--- config.mk ---
export PLATFORM = sky130hd
export DESIGN_NAME = de_pipe_reg
export DESIGN_NICKNAME = d
export VERILOG_FILES = /design/src/rtl/de_pipe_reg_pkg.sv /design/src/rtl/de_pipe_reg_stall_monitor.sv /design/src/rtl/de_pipe_reg.sv
export SDC_FILE = /design/constraint.sdc
export NUM_CORES = 1
export LEC_CHECK = 0
export BUFFER_PORTS_ARGS = -buffer_cell sky130_fd_sc_hd__buf_2
export CAP_MARGIN = 20
export CORE_AREA = 3 3 151 153
export CTS_CLUSTER_DIAMETER = 40
export DETAILED_ROUTE_END_ITERATION = 6
export DIE_AREA = 0 0 154 156
export GPL_TIMING_DRIVEN = 0
export PLACE_DENSITY = 0.8
export SKIP_LAST_GASP = 1
export SLEW_MARGIN = 30
export SYNTH_ARGS = -nofsm -noshare
export SYNTH_HDL_FRONTEND = slang
export SYNTH_HIERARCHICAL = 1
export SYNTH_SLANG_ARGS = --single-unit
--- constraint.sdc ---
create_clock -name clk -period 15.7 [get_ports clk]
set_input_delay 3.14 -clock clk [delete_from_list [all_inputs] [get_ports clk]]
set_output_delay 3.14 -clock clk [all_outputs]
set_load 0.1 [all_outputs]
--- src/rtl/de_pipe_reg_pkg.sv ---
// Shared types and constants for the D/E pipeline register.
// Holds the E-stage register bundle and Tnew helpers.
package de_pipe_reg_pkg;

    localparam logic [31:0] NOP_INSTR = 32'h0000_0000;
    localparam logic [31:0] RESET_PC  = 32'h0000_3000;
    localparam int          TNEW_W    = 2;

    typedef logic [TNEW_W-1:0] tnew_t;

    localparam tnew_t T0 = 2'd0;
    localparam tnew_t T1 = 2'd1;
    localparam tnew_t T2 = 2'd2;

    typedef struct packed {
        logic [31:0] instr;
        logic [31:0] pc;
        logic [31:0] rd1;
        logic [31:0] rd2;
        logic [31:0] ext;
        logic [4:0]  reg_addr;
        logic        reg_write;
        tnew_t       tnew;
        logic        bubble;
    } id_ex_t;

    // Saturating decrement: a result that is ready stays ready.
    function automatic tnew_t tnew_sat_dec(input tnew_t t);
        return (t == T0) ? T0 : tnew_t'(t - tnew_t'(1));
    endfunction

    // Contents of the E slot after reset: a bubble at the boot PC.
    function automatic id_ex_t id_ex_reset();
        id_ex_t r;
        r           = '0;
        r.instr     = NOP_INSTR;
        r.pc        = RESET_PC;
        r.tnew      = T0;
        r.bubble    = 1'b1;
        return r;
    endfunction

    // Bubble inserted on a stall; the stalled PC is kept for exceptions.
    function automatic id_ex_t id_ex_bubble(input logic [31:0] pc);
        id_ex_t r;
        r        = '0;
        r.instr  = NOP_INSTR;
        r.pc     = pc;
        r.tnew   = T0;
        r.bubble = 1'b1;
        return r;
    endfunction

endpackage

--- src/rtl/de_pipe_reg_stall_monitor.sv ---
// Stall statistics for the D/E register: total clr cycles,
// length of the current stall run and a sticky watchdog flag.
module stall_monitor
    import de_pipe_reg_pkg::*;
#(
    parameter int unsigned MAX_STALL = 2,
    parameter int          CNT_W     = 32
) (
    input  logic             clk,
    input  logic             reset,
    input  logic             clr,
    output logic [CNT_W-1:0] stall_cnt,
    output logic             stall_err
);

    logic [CNT_W-1:0] cnt_nx;
    logic [2:0]       run_q;
    logic [2:0]       run_nx;
    logic             err_nx;

    // Next-state: saturating counters and the watchdog set condition.
    always_comb begin
        cnt_nx = stall_cnt;
        run_nx = 3'd0;
        err_nx = stall_err;
        if (clr) begin
            if (stall_cnt != {CNT_W{1'b1}}) begin
                cnt_nx = stall_cnt + CNT_W'(1);
            end
            if (run_q != 3'd7) begin
                run_nx = run_q + 3'd1;
            end else begin
                run_nx = run_q;
            end
            if (32'(run_nx) > MAX_STALL) begin
                err_nx = 1'b1;
            end
        end
    end

    // State registers; the error flag only clears on reset.
    always_ff @(posedge clk or posedge reset) begin
        if (reset) begin
            stall_cnt <= '0;
            run_q     <= 3'd0;
            stall_err <= 1'b0;
        end else begin
            stall_cnt <= cnt_nx;
            run_q     <= run_nx;
            stall_err <= err_nx;
        end
    end

endmodule

--- src/rtl/de_pipe_reg.sv ---
// D-to-E pipeline register of the 5-stage MIPS core with
// bubble insertion, Tnew hand-off and stall monitoring.
module de_pipe_reg
    import de_pipe_reg_pkg::*;
#(
    parameter int unsigned MAX_STALL = 2,
    parameter int          CNT_W     = 32
) (
    input  logic             clk,
    input  logic             reset,
    input  logic             en,
    input  logic             clr,
    input  logic [31:0]      D_Instr,
    input  logic [31:0]      D_PC,
    input  logic [31:0]      D_RD1,
    input  logic [31:0]      D_RD2,
    input  logic [31:0]      D_EXT,
    input  logic [4:0]       D_RegAddr,
    input  logic             D_RegWrite,
    input  logic [1:0]       D_Tnew,
    output logic [31:0]      E_Instr,
    output logic [31:0]      E_PC,
    output logic [31:0]      E_RD1,
    output logic [31:0]      E_RD2,
    output logic [31:0]      E_EXT,
    output logic [4:0]       E_RegAddr,
    output logic             E_RegWrite,
    output logic [1:0]       E_Tnew,
    output logic [1:0]       EM_Tnew,
    output logic             E_Bubble,
    output logic [CNT_W-1:0] StallCnt,
    output logic             StallErr
);

    id_ex_t e_q;
    id_ex_t e_d;
    logic   wr_zero;

    assign wr_zero = (D_RegAddr == 5'd0);

    // Next E slot: clr beats en, otherwise hold.
    always_comb begin
        e_d = e_q;
        priority case (1'b1)
            clr: begin
                e_d = id_ex_bubble(D_PC);
            end
            en: begin
                e_d.instr     = D_Instr;
                e_d.pc        = D_PC;
                e_d.rd1       = D_RD1;
                e_d.rd2       = D_RD2;
                e_d.ext       = D_EXT;
                e_d.reg_addr  = D_RegAddr;
                e_d.reg_write = D_RegWrite & ~wr_zero;
                e_d.tnew      = wr_zero ? T0 : D_Tnew;
                e_d.bubble    = 1'b0;
            end
            default: begin
                e_d = e_q;
            end
        endcase
    end

    // E-stage register bank.
    always_ff @(posedge clk or posedge reset) begin
        if (reset) begin
            e_q <= id_ex_reset();
        end else begin
            e_q <= e_d;
        end
    end

    assign E_Instr    = e_q.instr;
    assign E_PC       = e_q.pc;
    assign E_RD1      = e_q.rd1;
    assign E_RD2      = e_q.rd2;
    assign E_EXT      = e_q.ext;
    assign E_RegAddr  = e_q.reg_addr;
    assign E_RegWrite = e_q.reg_write;
    assign E_Tnew     = e_q.tnew;
    assign E_Bubble   = e_q.bubble;
    assign EM_Tnew    = tnew_sat_dec(e_q.tnew);

    stall_monitor #(
        .MAX_STALL (MAX_STALL),
        .CNT_W     (CNT_W)
    ) u_stall_monitor (
        .clk       (clk),
        .reset     (reset),
        .clr       (clr),
        .stall_cnt (StallCnt),
        .stall_err (StallErr)
    );

endmodule

## Word level (Yosys, flattened, before mapping)

Index checks and enable logic that the tools add are counted.
Widths: inputs -> output; s select.

| cells by class | value |
|---|---|
| equal/unequal tests | 2 |
| add/subtract/negate cells | 3 |
| bitwise gates (word level) | 2 |
| $lt $le $gt $ge | 1 |
| muxes and demuxes | 7 |
| reduce and logical (&&, ||, !) cells | 5 |

Operator list:

| kind | count |
|---|---|
| $mux 169 | 2 |
| $add 32x1->32 const B | 1 |
| $ne 32x32->1 const B | 1 |
| $mux 3 | 3 |
| $logic_not 5->1 | 1 |
| $mux 2 | 2 |
| $reduce_and 2->1 | 2 |
| $add 3x1->3 const B | 1 |
| $gt 3x2->1 const B | 1 |
| $ne 3x3->1 const B | 1 |
| $logic_not 2->1 | 1 |
| $reduce_bool 2->1 | 1 |
| $sub 2x1->2 const B | 1 |
| $and 1x1->1 | 1 |
| $not 1->1 | 1 |

| storage, ports and cells | value |
|---|---|
| logic and storage cells | 32 |
| bits in registers | 205 |
| output and inout bits | 204 |

## Longest topological paths before layout

| logic depth | value |
|---|---|
| depth in word-level cells | 5 |
| gate-level depth with buffers | 7 |

## By module

Netlist, hierarchy kept.

By module, submodules not included:

| module | seq. area each (um^2) | area each (um^2) | cells an instance | instances |
|---|---|---|---|---|
| de_pipe_reg | 4232.8 | 6802.8 | 519 | 1 |
| stall_monitor | 900.9 | 1757.9 | 157 | 1 |

## Worst setup path after synthesis

Ideal clock, no wire load.

| timing | value |
|---|---|
| path type | register to output |
| from | reg e_q (netlist bit E_Tnew[1]) |
| to | out EM_Tnew[0] |
| required time | 12.560 ns |
| cell stages (with the launch flop) | 3 |
| arrival | 2.369 ns |
| buffers on the path | 0 |
| slack | 10.191 ns |
| cell sequence | dfrtp_1 inv_1 nor2_1 |

| between the ends | value |
|---|---|
| cells in the longest elaborated chain, start to end | 2 |

Ends and longest elaborated chain:

| item | line | RTL |
|---|---|---|
| from (decl) | de_pipe_reg.sv:35 | `id_ex_t e_q;` |
| from (signal assigned) | de_pipe_reg.sv:68 | `e_q <= id_ex_reset();` |
| $logic_not 2->1 | de_pipe_reg_pkg.sv:29 | `return (t == T0) ? T0 : tnew_t'(t - tnew_t'(1));` |
| $mux 2 | de_pipe_reg_pkg.sv:29 |  |
| to (decl) | de_pipe_reg.sv:29 | `output logic [1:0] EM_Tnew,` |

Every way passes these cells.

## Final worst setup path

| timing | value |
|---|---|
| from | reg u_stall_monitor.stall_cnt[23] |
| to | out StallCnt[23] |

RTL lines:

| item | line | RTL |
|---|---|---|
| from (decl) | de_pipe_reg_stall_monitor.sv:12 | `output logic [CNT_W-1:0] stall_cnt,` |
| from (signal assigned) | de_pipe_reg_stall_monitor.sv:48 | `stall_cnt <= cnt_nx;` |
| to (decl) | de_pipe_reg.sv:31 | `output logic [CNT_W-1:0] StallCnt,` |

No word-level cell between the ends.

==> metrics.txt <==
Syn Inst Count 676; fin area 12000 µm²; relative slew slack 51.0%; die area 24000 µm²; Hold Startpoint E_PC[18]$_DFFE_PP0P_; number of antenna violations at the first check in global routing 1; final WL 24.4 mm; Seq cells post-synth 205; Slew Viols, Final 0; Final ANT Viol Nets 0; Hold Path Class reg -> reg; Largest stage delay, worst path 0.50 ns; Starting Density 39.5%; startpoint types register; root buffer cell clkbuf_16; Post-Route Skew 0.00856 ns; CP arrival 1.53 ns; first-pass GRT wire length 37.9 mm; Post-synth EDFFs 0; min Tclk post-route 4.67 ns; most common flop cell mapped by yosys dfrtp_1; largest net degree at the start of global routing 92; GRT Util Overall 19.5%; CTS Hold Bufs 0; clock-pin slew on the worst setup and hold paths 0.06 ns; antenna diode instance count 0; postcts setup bufs 0; Final Wtd Congestion 0.852; R2R Setup Slk 13.75 ns; Worst-Margin Slew 0.733 ns; ys async rst share 100%; max cap viols 0; Critical Path, Cell by Cell buf_2; Total Nets Final 1257; Synth Area per Inst 12.7 µm²; count leader, synth dfrtp_1; Max Root-Sink Buffers 3; commonest cells in the synthesized netlist dfrtp_1, nor2_1, mux2i_1; crit-path max FO 7; post_cts resized 0; DR vias/cell 4.82; WP depth 1; CTS tree yes; htree depth 1; DP Area 10800 µm²; sequential fraction of the synthesis area 60.0%; Buffers on Ports 373; Area Overhead vs Synth 39.6%; Final period util 29.8%; Fin. Hold Viols 0; CP required 12.56 ns; CP max stage cell dfrtp_1; wire length per cell 17.6 µm; run status complete, no violations; crit end category output pin; warnings from Yosys 6; first-pass iteration count of the detailed router 4; area of the mapped netlist 8560 µm²; Largest delay share family, worst path flip-flops; total core area 21700 µm²; worst vdd ir 0.150 mV; fin worst setup slack 11.03 ns; cell depth of the worst flop-to-flop path 6; CP bufs+invs 1; top cell type's share of synthesized area 59.0%; WHS Endpoint E_PC[18]$_DFFE_PP0P_; GRT overflow 0; PD cells 147 nW/µm²; Final setup viols 0; reg2reg end u_stall_monitor/stall_cnt[26]$_DFFE_PP0P_; Distinct cells, synth 43; Worst-Skew Late Latency 0.53 ns; vias 6682; row cnt 54; # DRC 0; kind of critical path reg -> out; DPL Wire Length 18.3 mm; Static Leakage 6.55 nW; dpl ws 11.30 ns; CTS Buf Count 30; net count after synthesis 851; Starting DRT DRC Count 283; largest area contributor in the netlist dfrtp_1; clock sink total 205; proportion of layout cells with a drive suffix above 1 43.3%; fill count 1791; Fin Setup TNS 0 ns; WHS Path Cells 1; Die Span X 154 µm; Peak Freq 214 MHz; vias in the first global route 6995; Die Y 156 µm; worst hold margin 0.483 ns; Pwr Total 0.00176 W; RSZ-0062 raised after global routing no; # IOs 376; top cells by area, synth dfrtp_1, mux2i_1, nor2_1; RR Startpoint u_stall_monitor/stall_cnt[23]$_DFFE_PP0P_
-- sequential cells by signal, indices dropped and copies added (netlist names) --
name,flops
E_EXT,32
E_Instr,32
E_PC,32
E_RD1,32
E_RD2,32
u_stall_monitor/stall_cnt,32
E_RegAddr,5
u_stall_monitor/run_q,3
E_Tnew,2
E_Bubble,1
E_RegWrite,1
u_stall_monitor/stall_err,1
-- layout by cell type, fill, tap and decap left out, types with 2 or more instances in the layout --
cell	n
a31oi_1	2
and2_1	2
and3_1	7
and4_1	7
buf_1	3
buf_2	380
buf_4	6
buf_6	14
bufinv_16	7
clkbuf_1	10
clkbuf_16	31
clkbuf_8	2
clkinv_2	2
clkinv_4	6
clkinvlp_4	3
dfrtp_1	202
dfstp_2	3
ha_1	3
inv_1	5
inv_8	3
mux2_1	24
mux2_2	9
mux2i_1	134
nand2_1	14
nand3_1	15
nand3b_1	3
nand4_1	11
nor2_1	143
nor3_1	2
o32ai_1	2
xnor2_1	23
xor2_1	6
-- worst max-delay path by stage --
stage	start	endpoint	slack, ns
6_report	u_stall_monitor/stall_cnt[23]$_DFFE_PP0P_	StallCnt[23]	11.03
2_1_floorplan	reset	E_EXT[0]$_DFFE_PP0P_	7.99
3_5_place_dp	clr	E_EXT[3]$_DFFE_PP0P_	11.30
5_1_grt	E_Tnew[1]$_DFFE_PP0P_	EM_Tnew[0]	10.95
3_3_place_gp	reset	E_EXT[9]$_DFFE_PP0P_	6.17
4_1_cts	E_Tnew[1]$_DFFE_PP0P_	EM_Tnew[0]	11.00
-- layer usage --
layer | track usage [%] | part of all wire, % | vias up
li1 | - | - | 3108
met1 | 22.7 | 37 | 3228
met2 | 36.1 | 53 | 296
met3 | 4.83 | 8.3 | 48
met4 | 5.00 | 2.0 | 2
met5 | 0 | 0.049 | -
-- where the power goes --
part | switching, W | internal, W | total [W]
sequential | 0.0000268 | 0.000565 | 0.000592
combinational | 0.000343 | 0.0000799 | 0.000423
clock | 0.000254 | 0.000489 | 0.000743
total | 0.000624 | 0.00113 | 0.00176
-- metrics by stage --
step,std cells,utilization [%]
2_1_floorplan,676,-
3_3_place_gp,1329,49.7
3_5_place_dp,1330,49.9
4_1_cts,1385,55.1
5_1_grt,1385,55.1
6_report,1385,55.1
-- kinds of logic after synthesis --
family	share of synthesized area, %
AO/OA/AOI/OAI	1.48
multiplexers	20.0
AND/OR/NAND/NOR	11.5
XOR/XNOR	2.97
adder cells (fa/ha/maj)	0.439
flip-flops	60.0
buffers and inverters	3.61
-- cell type report --
type	instances	area [µm²]	area share [%]
repair buffers	374	1890	15.8
flip-flops and latches	205	5130	42.9
plain buffers	39	283	2.37
multi-input cells	425	3120	26.1
well taps	280	350	2.93
inverters	7	33.8	0.283
clock inverters	21	334	2.79
clock buffers	34	807	6.75
Note: power is estimated with default switching activity, not from simulation.
